[src/rtl/intc_pkg.sv]
// Shared types and constants for the four-line interrupt controller.
// Holds the FSM encoding and the fixed-priority level picker.
package intc_pkg;

  localparam int NUM_IRQ = 4;
  localparam int LVL_W   = 2;

  typedef enum logic [1:0] {
    INTC_IDLE    = 2'b00,
    INTC_REQUEST = 2'b01,
    INTC_SERVICE = 2'b10
  } intcState_t;

  // Lowest set index wins; bit 0 is the most urgent line.
  function automatic logic [LVL_W-1:0] pickLevel(
    input logic [NUM_IRQ-1:0] req
  );
    logic [LVL_W-1:0] lvl;
    lvl = '0;
    for (int i = NUM_IRQ - 1; i >= 0; i--) begin
      if (req[i]) lvl = LVL_W'(i);
    end
    return lvl;
  endfunction

endpackage

[src/rtl/irq_sync_edge.sv]
// Multi-flop synchroniser for one raw interrupt line.
// Emits a single-cycle pulse on each rising edge seen at the last stage.
module irq_sync_edge #(
  parameter int SYNC_STAGES = 2
) (
  input  logic CLK,
  input  logic Reset,
  input  logic irqIn,
  output logic rise
);

  logic [SYNC_STAGES-1:0] syncQ;
  logic                   lastQ;

  always_ff @(posedge CLK or posedge Reset) begin
    if (Reset) begin
      syncQ <= '0;
      lastQ <= 1'b0;
    end else begin
      syncQ <= {syncQ[SYNC_STAGES-2:0], irqIn};
      lastQ <= syncQ[SYNC_STAGES-1];
    end
  end

  assign rise = syncQ[SYNC_STAGES-1] & ~lastQ;

endmodule

[src/rtl/interrupt_controller.sv]
// Four-line prioritised interrupt controller in front of the datapath.
// Latches edges as pending, masks them and tracks one in-service level.
module interrupt_controller
  import intc_pkg::*;
#(
  parameter int          SYNC_STAGES = 2,
  parameter logic [15:0] VEC_BASE    = 16'h0040,
  parameter logic [15:0] VEC_STRIDE  = 16'h0004
) (
  input  logic               CLK,
  input  logic               Reset,
  input  logic [NUM_IRQ-1:0] irqIn,
  input  logic               maskWrite,
  input  logic [NUM_IRQ-1:0] maskData,
  input  logic               intAck,
  input  logic               intDone,
  output logic               intr,
  output logic               intLvl1,
  output logic               intLvl0,
  output logic [15:0]        intVector,
  output logic [NUM_IRQ-1:0] pending,
  output logic [NUM_IRQ-1:0] mask,
  output logic               inService
);

  intcState_t         state;
  logic [LVL_W-1:0]   level;
  logic [LVL_W-1:0]   selLvl;
  logic [NUM_IRQ-1:0] rise;
  logic [NUM_IRQ-1:0] active;
  logic [NUM_IRQ-1:0] clrMask;
  logic [15:0]        selVec;

  for (genvar i = 0; i < NUM_IRQ; i++) begin : gSync
    irq_sync_edge #(
      .SYNC_STAGES(SYNC_STAGES)
    ) uSync (
      .CLK  (CLK),
      .Reset(Reset),
      .irqIn(irqIn[i]),
      .rise (rise[i])
    );
  end

  assign active = pending & mask;
  assign selLvl = pickLevel(active);
  assign selVec = VEC_BASE + VEC_STRIDE * 16'(selLvl);

  always_comb begin
    clrMask = '0;
    if (state == INTC_REQUEST && intAck) begin
      clrMask[level] = 1'b1;
    end
  end

  // A new edge on the bit being cleared survives the clear.
  always_ff @(posedge CLK or posedge Reset) begin
    if (Reset) begin
      pending <= '0;
      mask    <= '0;
    end else begin
      pending <= (pending & ~clrMask) | rise;
      if (maskWrite) mask <= maskData;
    end
  end

  always_ff @(posedge CLK or posedge Reset) begin
    if (Reset) begin
      state     <= INTC_IDLE;
      intr      <= 1'b0;
      level     <= '0;
      intVector <= VEC_BASE;
      inService <= 1'b0;
    end else begin
      unique case (state)
        INTC_IDLE: begin
          if (|active) begin
            state     <= INTC_REQUEST;
            level     <= selLvl;
            intVector <= selVec;
            intr      <= 1'b1;
          end
        end
        INTC_REQUEST: begin
          if (intAck) begin
            state     <= INTC_SERVICE;
            intr      <= 1'b0;
            inService <= 1'b1;
          end
        end
        INTC_SERVICE: begin
          if (intDone) begin
            state     <= INTC_IDLE;
            inService <= 1'b0;
          end
        end
        default: state <= INTC_IDLE;
      endcase
    end
  end

  assign {intLvl1, intLvl0} = level;

endmodule
[config.mk]
export PLATFORM = sky130hd
export DESIGN_NAME = interrupt_controller
export DESIGN_NICKNAME = d
export VERILOG_FILES = /design/src/rtl/intc_pkg.sv /design/src/rtl/irq_sync_edge.sv /design/src/rtl/interrupt_controller.sv
export SDC_FILE = /design/constraint.sdc
export NUM_CORES = 1
export LEC_CHECK = 0
export CAP_MARGIN = 30
export CORE_ASPECT_RATIO = 0.6
export CORE_UTILIZATION = 30
export DETAILED_ROUTE_END_ITERATION = 8
export GPL_ROUTABILITY_DRIVEN = 1
export GPL_TIMING_DRIVEN = 0
export PLACE_DENSITY = 0.6
export REMOVE_ABC_BUFFERS = 1
export SETUP_SLACK_MARGIN = 0.1
export SYNTH_ARGS = -nofsm -noshare
export SYNTH_HDL_FRONTEND = slang
export SYNTH_SLANG_ARGS = --single-unit
[constraint.sdc]
create_clock -name CLK -period 1.6 [get_ports CLK]
set_clock_uncertainty 0.1 [all_clocks]
set_input_delay 0.24 -clock CLK [delete_from_list [all_inputs] [get_ports CLK]]
set_output_delay 0.24 -clock CLK [all_outputs]
set_load 0.03 [all_outputs]
## After elaboration in Yosys (flattened, before gate mapping)

Cells that the tools add are included.

- $add $sub $neg: 1
- Multipliers: 0
- Div/mod/pow operators: 0
- Order comparisons: 2
- Eq/ne operators: 5
- Shifts and indexed selects: 0
- Multiplexer cells: 17
- Bitwise operators: 12
- Reduce and logical (&&, ||, !) cells: 10

Operators with widths:

| operator | number |
|---|---|
| $mux W2 | 7 |
| $reduce_and A3 Y1 | 3 |
| $add A7 B4 Y8 const A | 1 |
| $and A4 B4 Y4 | 2 |
| $ne A2 B2 Y1 const B | 3 |
| $pmux W2 S3 | 1 |
| $mux W1 | 5 |
| $and A1 B1 Y1 | 4 |
| $mux W4 | 1 |
| $not A1 Y1 | 4 |
| $not A4 Y4 | 1 |
| $or A4 B4 Y4 | 1 |
| $pmux W1 S2 | 2 |
| $reduce_bool A2 Y1 | 2 |
| $reduce_or A4 Y1 | 1 |
| $lt A2 B3 Y1 const B | 1 |
| $demux W1 S2 | 1 |
| $eq A2 B1 Y1 const B | 1 |
| $eq A2 B2 Y1 const B | 1 |
| $ge A2 B1 Y1 const B | 1 |
| $logic_and A1 B1 Y1 | 2 |
| $logic_not A2 Y1 | 1 |
| $reduce_and A2 Y1 | 1 |

- Register bits after elaboration: 42
- Bits in latches: 0
- Bits in writable memories: 0
- Bits in read-only memories: 0
- Input port bits: 13
- Word-level logic and storage cells: 62
- Memories: 0

## Logic depth before layout (Yosys ltp)

Gate-level depths: netlist (run 1).

- Depth after elaboration: 8
- Gate-level depth with buffers: 3

## Hierarchy

A second synthesis (run 1) with hierarchy kept.

- Cell total of the unflattened synthesis: 90
- Area total of the unflattened synthesis: 1098.6 sq um

Modules (own cells, without submodules):

| module | times used | cells each | area an instance (sq um) | sequential area each (sq um) |
|---|---|---|---|---|
| interrupt_controller | 1 | 70 | 728.2 | 350.3 |
| irq_sync_edge | 4 | 5 | 92.6 | 75.1 |

## Worst setup path before layout (run 1)

OpenSTA, ideal clock, no wires.

- Kind: reg2reg
- From: reg mask[1]
- To: reg state[0]
- Library setup time: 0.126 ns
- Arrival: 0.978 ns
- Setup slack: 0.396 ns
- Cell stages (with the launch flop): 4
- Period minus slack after synthesis: 1.204 ns
- Path through: dfrtp_1 a22oi_1 a31o_2 o21ai_0

- Longest elaborated chain between the ends: 4

Ends and longest elaborated chain:

| item | RTL line | source |
|---|---|---|
| start, declared | interrupt_controller.sv:22 | `output logic [NUM_IRQ-1:0] mask,` |
| start signal, assigned | interrupt_controller.sv:63 | `if (maskWrite) mask <= maskData;` |
| $and A4 B4 Y4 | interrupt_controller.sv:45 | `assign active = pending & mask;` |
| $reduce_or A4 Y1 | interrupt_controller.sv:77 | `if (\|active) begin` |
| $ne A2 B2 Y1 (no line) | n/a |  |
| $reduce_and A3 Y1 (no line) | n/a |  |
| end signal, assigned | interrupt_controller.sv:78 | `state <= INTC_REQUEST;` |
| end signal, assigned | interrupt_controller.sv:86 | `state <= INTC_SERVICE;` |
| end signal, assigned | interrupt_controller.sv:93 | `state <= INTC_IDLE;` |
| end, declared | interrupt_controller.sv:26 | `intcState_t state;` |

No other way between the ends.
A chain may end at the register's enable or synchronous reset.

==> results of run 1 <==
==> cell type report <==
cell class,count,area share [%]
multi-input combinational,47,20.3
clock buffer,4,4.14
sequential,26,48.9
inverter,8,2.26
tap,45,4.23
timing repair buffer,27,20.1
==> stage by stage <==
step | setup WS (ns) | utilization [%] | total power (W) | cell area [sq um] | instances
2_1_floorplan | 0.224 | - | 0.00151 | 951 | 81
3_3_place_gp | 0.0670 | 38.8 | 0.00186 | 1270 | 152
3_5_place_dp | 0.0159 | 38.8 | 0.00189 | 1270 | 152
4_1_cts | 0.0903 | 40.0 | 0.00222 | 1310 | 156
5_1_grt | 0.0798 | 40.8 | 0.00234 | 1330 | 157
6_report | 0.113 | 40.8 | 0.00220 | 1330 | 157
==> layout by cell type (no fill, tap or decap), drive strengths merged <==
cell	count
o21ai	5
o22a	2
conb	14
a31o	1
nand3b	1
nand2	7
or2	1
a21oi	4
mux2	4
clkdlybuf4s15	1
clkbuf	5
dlygate4sd2	12
a32oi	1
o31ai	5
dfrtp	26
buf	1
nor2	1
clkdlybuf4s50	12
a22oi	1
inv	8
==> routing by layer <==
metal	part of all wire, %	vias to the layer above	GRT usage, %
met5	0	-	0
met4	0	0	1.89
met3	6.7	0	4.47
met2	49	31	18.4
met1	44	328	10.6
li1	-	309	-
==> kinds of logic (layout without fill, tap and decap cells) <==
kind of cell    Yosys count  count (layout)
mux                       4               4
buf+inv                  24              39
compound gates           19              19
simple gates             10              10
flops                    26              26
other cells               2              14
==> power by group through the flow <==
stage	sequential, W	clock (W)	combinational [W]
after CTS	0.000952	0.000425	0.000842
after detailed placement	0.000966	0	0.000927
after global routing	0.000977	0.000444	0.000914
after floorplan	0.00118	0	0.000326
after global placement	0.000961	0	0.000900
final	0.000951	0.000411	0.000841
==> registers in the layout (all words and copies together) (netlist names) <==
name / flops
gSync.uSync.lastQ: 4
gSync.uSync.syncQ: 8
inService: 1
intr: 1
level: 2
mask: 4
pending: 4
state: 2
==> final timing paths <==
check | end | start | slack, ns
min reg2reg | gSync[1].uSync.syncQ[1] | gSync[1].uSync.syncQ[0] | 0.25
max in group asynchronous | gSync[3].uSync.syncQ[1] | Reset | 0.99
min in group CLK | gSync[1].uSync.syncQ[1] | gSync[1].uSync.syncQ[0] | 0.25
max | intVector[3] | level[1] | 0.11
min | gSync[2].uSync.syncQ[1] | Reset | 0.06
max reg2reg | pending[2] | state[1] | 0.27
==> timing repair <==
item / CTS / global route
endpoints found under the setup margin: 14 / 4
hold endpoints to repair: 0 / 0
gates resized for setup: 15 / 2
==> impl_metrics.py, run 1 <==
metrics = {
    "worst_hold_path": {
        "hold_path_class": "primary input to async pin",
    },
    "global_routing": {
        "grt_pass1_vias": 640,
        "grtUsageTotal_pct": 9.76,
        "grt_pass1_wl_um": 2660,
        "gr-total-overflow": 0,
        "grt_max_degree": 27,
        "antenna_found_initial": 0,
    },
    "pwr": {
        "seq_power_share_pct": 43.2,
        "pwr-share-clk_pct": 18.6,
        "p_int_w": 0.00133,
        "p_comb_share_pct": 38.2,
        "powerDensity_mw_per_mm2": 1660,
        "switchingPower_w": 0.000873,
        "max-vdd-ir-drop_mv": 0.575,
        "power.share.switching_pct": 39.6,
        "p_leak_nw": 0.609,
    },
    "setup_path": {
        "critPathKind": "register to primary output",
        "cp_max_fo": 6,
        "cp.arrival_ns": 1.15,
        "rr_worst_depth": 3,
        "max_stage_delay_ns": 0.47,
        "cp-start-kind": "register",
        "cp_slowest_cell": "dfrtp_1",
        "worst-path-buf-inv": 1,
        "end_kind": "primary output",
        "cp.depth": 1,
        "required_ns": 1.26,
        "worstPathCellList": "clkdlybuf4s15_1",
        "critPathTopFamily": "flip-flops",
    },
    "clock_network": {
        "numCtsBuffers": 3,
        "cts_max_path_buffers": 2,
        "tritoncts": "done",
        "h-tree-depth": 1,
        "clock_latency_ns": 0.26,
        "cts_sinks": 26,
        "clk_pin_slew_ns": 0.09,
        "cts_hold_buf": 0,
        "root_buffer": "clkbuf_8",
        "cts_setup_buffers": 0,
    },
    "drt": {
        "ant_nets": 0,
        "wirelength_um": 1620,
        "first_iter_violations": 25,
        "dr.pass1.iters": 3,
        "detail_route.wl_per_cell_um": 10.3,
        "route.detailed.drc": 0,
        "num_vias": 668,
        "via_per_inst": 4.25,
    },
    "floorplan": {
        "die_area_sq_mm": 0.00367,
        "core_sq_mm": 0.00326,
        "chipHeight_um": 47.3,
        "die_w_um": 77.5,
        "io_pins": 41,
        "rows": 16,
        "start_util_pct": 31.4,
    },
    "sta": {
        "drv_slew": 0,
        "setup_tns_ns": 0,
        "hold_violations": 0,
        "final-setup-viol-count": 0,
        "period_minus_slack_ns": 1.49,
        "rsz0062_at_grt": "yes",
        "period_share_pct": 92.9,
        "hold_ws_ns": 0.0577,
        "fmax_ghz": 0.673,
    },
    "run_status": {
        "status": "complete, no violations",
    },
    "yosys": {
        "netlist_area_sq_mm": 0.00103,
        "yosys.area.top_type": "dfrtp_1",
        "postSynthCellCount": 85,
        "synth_mux_area_share_pct": 4.39,
        "synth_top_family_by_area": "buffers and inverters",
        "synth_area_leaders": "dfrtp_1, buf_4, mux2_2",
        "yosys.area_share.simple_pct": 4.51,
        "synth_most_common_cell": "dfrtp_1",
        "synth_cell_types": 17,
        "synth_fa_ha_area_share_pct": 0,
        "ys_warn_count": 0,
        "syn_avg_cell_area_sq_um": 12.1,
        "netlist.area_leader.share_pct": 63.4,
        "synth-xor-area-share_pct": 0,
        "synth_edf_count": 0,
        "ys_ff_latch": 26,
        "async_reset_ff_share_pct": 100,
        "ys_seq_area_share_pct": 63.4,
        "ys.flop_type": "dfrtp_1",
        "synth_compound_area_share_pct": 12.3,
        "synthTopCellsByCount": "dfrtp_1, buf_4, inv_1, nand2_1",
    },
    "placement": {
        "place_congestion": 0.746,
        "port-buffer-count": 26,
        "dp_hpwl_um": 1230,
    },
    "final_layout": {
        "regArea_sq_um": 651,
        "antenna_cells": 0,
        "drive_gt1_share_pct": 11.6,
        "multi_input_area_sq_um": 270,
        "area_delta_synth_final_pct": 29.6,
        "fin_nets": 126,
        "fillCellCount": 321,
    },
    "job": {
        "maxCapViolCount": 0,
    },
}
Note: power is estimated with default switching activity, not from simulation.
==> run 2: changes to the inputs <==
Settings changed: PLACE_DENSITY 0.6 to 0.62.
Clock period 1.6 ns to 1.23 ns, I/O delays scaled along.
==> run 2 against run 1 <==
  * The flow now finishes with violations (negative setup slack)
  * Clock power rose by 28%
  * Via count increased by 5.2%
  * First-iteration DRC count grew 92%
  * Register-to-register slack got worse by 0.32 ns
  * Worst setup slack got worse by 0.16 ns
  * Power rose by 56%
  * Critical endpoint is now pending[0]
  * Highest routed layer is now met4
==> impl_metrics.py, run 2 (synthesis results as in run 1) <==
metrics = {
    "sta": {
        "fin_ws_ns": -0.0480,
        "drv_slew": 0,
        "maxSlewHeadroom_pct": 64.1,
        "fmax_ghz": 0.782,
        "period_minus_slack_ns": 1.28,
        "hold_ws_ns": 0.201,
        "final-setup-viol-count": 4,
        "rsz0062_at_grt": "yes",
        "period_share_pct": 104,
        "hold_violations": 0,
        "worst_pin_slew_ns": 0.537,
    },
    "final_layout": {
        "drive_gt1_share_pct": 41.3,
        "fillCellCount": 293,
        "largest_reg_flops": 8,
        "regArea_sq_um": 658,
        "multi_input_area_sq_um": 314,
        "antenna_cells": 0,
        "area_delta_synth_final_pct": 44.5,
        "final_common_cell": "dfrtp_1",
        "top_register": "gSync.uSync.syncQ",
        "postLayoutCoreUtil_pct": 45.4,
        "fin_nets": 135,
        "layout_common_cells": "dfrtp_1, conb_1, buf_6, clkdlybuf4s50_1, buf_4",
    },
    "floorplan": {
        "io_pins": 41,
        "die_area_sq_mm": 0.00367,
        "start_util_pct": 31.4,
        "rows": 16,
        "chipHeight_um": 47.3,
        "die_w_um": 77.5,
        "core_sq_mm": 0.00326,
    },
    "drt": {
        "route.detailed.drc": 0,
        "dr.pass1.iters": 4,
        "num_vias": 703,
        "first_iter_violations": 48,
        "via_per_inst": 4.23,
        "wirelength_um": 1760,
        "detail_route.wl_per_cell_um": 10.6,
        "ant_nets": 0,
    },
    "placement": {
        "dp_hpwl_um": 1200,
        "pre_cts_slack_ns": -0.272,
        "port-buffer-count": 26,
        "place_congestion": 0.746,
    },
    "clock_network": {
        "clk_pin_slew_ns": 0.09,
        "cts_sinks": 26,
        "tritoncts": "done",
        "numCtsBuffers": 3,
        "h-tree-depth": 1,
        "cts_max_path_buffers": 2,
        "root_buffer": "clkbuf_8",
        "cts_hold_buf": 0,
        "clock_latency_ns": 0.26,
    },
    "global_routing": {
        "antenna_found_initial": 0,
        "grtUsageTotal_pct": 10.2,
        "grt_pass1_vias": 608,
        "grt_pass1_wl_um": 2730,
        "grt_max_degree": 27,
        "gr-total-overflow": 0,
    },
    "setup_path": {
        "cp_slowest_cell": "dfrtp_1",
        "critPathKind": "register to register",
        "worstPathCellList": "nand3b_1 > o31ai_2 > o21ai_1",
        "required_ns": 1.28,
        "end_kind": "register",
        "max_stage_delay_ns": 0.39,
        "cp-start-kind": "register",
        "critPathTopFamily": "flip-flops",
        "cp.arrival_ns": 1.33,
        "worst-path-buf-inv": 0,
        "cp_max_fo": 5,
    },
    "pwr": {
        "pwr-share-clk_pct": 15.3,
        "p_leak_nw": 0.670,
        "p_int_w": 0.00215,
        "switchingPower_w": 0.00129,
        "p_comb_share_pct": 48.3,
        "powerDensity_mw_per_mm2": 2320,
        "fin_total_pwr_w": 0.00345,
        "power.share.switching_pct": 37.6,
        "seq_power_share_pct": 36.4,
        "max-vdd-ir-drop_mv": 0.750,
    },
    "worst_hold_path": {
        "hold_path_class": "primary input to async pin",
    },
    "run_status": {
        "status": "finished with violations",
        "violations": "negative setup slack",
    },
    "job": {
        "maxCapViolCount": 0,
    },
}
==> run 2: changes by cell type in the layout (fill, tap and decap cells not counted), moves of 5 or more <==
cell / delta
dfrtp_1: -6
dlygate4sd2_1: -12
buf_4: +9
o21ai_0: -5
dfrtp_2: +6
buf_6: +14
==> run 2: routing by layer <==
metal	vias up	GRT usage (%)	part of all wire, %	wire length, um
li1	329	-	-	-
met1	338	11.8	43	749
met2	32	17.7	50	872
met3	4	5.24	6.9	121
met4	0	1.89	0.74	13
met5	-	0	0	0
==> run 2: worst register-to-register path, stage by stage, from the launching register on <==
cell and delay (ns):
dfrtp_1 0.39, nand3b_1 0.30, o31ai_2 0.29, o21ai_1 0.09
==> run 2: cell type report <==
type / instances / area share, %
clock buffer: 4 / 3.71
inverter: 8 / 2.28
multi-input combinational: 47 / 21.2
sequential: 26 / 44.4
tap: 45 / 3.80
timing repair buffer: 36 / 24.6
==> run 2: worst paths after layout <==
kind	start	to	slack [ns]	depth (start not counted)
setup / recovery	state[1]	pending[0]	-0.05	3
hold / removal	Reset	pending[2]	0.20	2
setup reg to reg	state[1]	pending[0]	-0.05	3
hold reg to reg	gSync[3].uSync.syncQ[0]	gSync[3].uSync.syncQ[1]	0.25	0
max in group asynchronous	Reset	pending[1]	0.49	2
min in group CLK	gSync[3].uSync.syncQ[0]	gSync[3].uSync.syncQ[1]	0.25	0
==> run 2: repair_timing <==
action	4_1_cts	5_1_grt
hold endpoints to repair	0	0
resized for setup	99	21
setup buffers	10	0
endpoints found under the setup margin	47	23
pin swaps	1	4
==> run 2: metrics by stage <==
| step | std cells | instance area [sq um] | setup TNS, ns |
|---|---|---|---|
| final | 166 | 1480 | -0.136 |
| after global routing | 166 | 1480 | -0.352 |
| after CTS | 166 | 1420 | 0 |
| after detailed placement | 152 | 1270 | -9.38 |
| after global placement | 152 | 1270 | -8.42 |
| after floorplan | 81 | 951 | -0.432 |
==> run 2: power by group through the flow <==
stage          sequential [W]  clock (W)  combinational, W
6_report              0.00125   0.000527           0.00166
5_1_grt               0.00129   0.000595           0.00176
4_1_cts               0.00122   0.000546           0.00152
3_5_place_dp          0.00126          0           0.00119
3_3_place_gp          0.00125          0           0.00117
2_1_floorplan         0.00154          0          0.000424
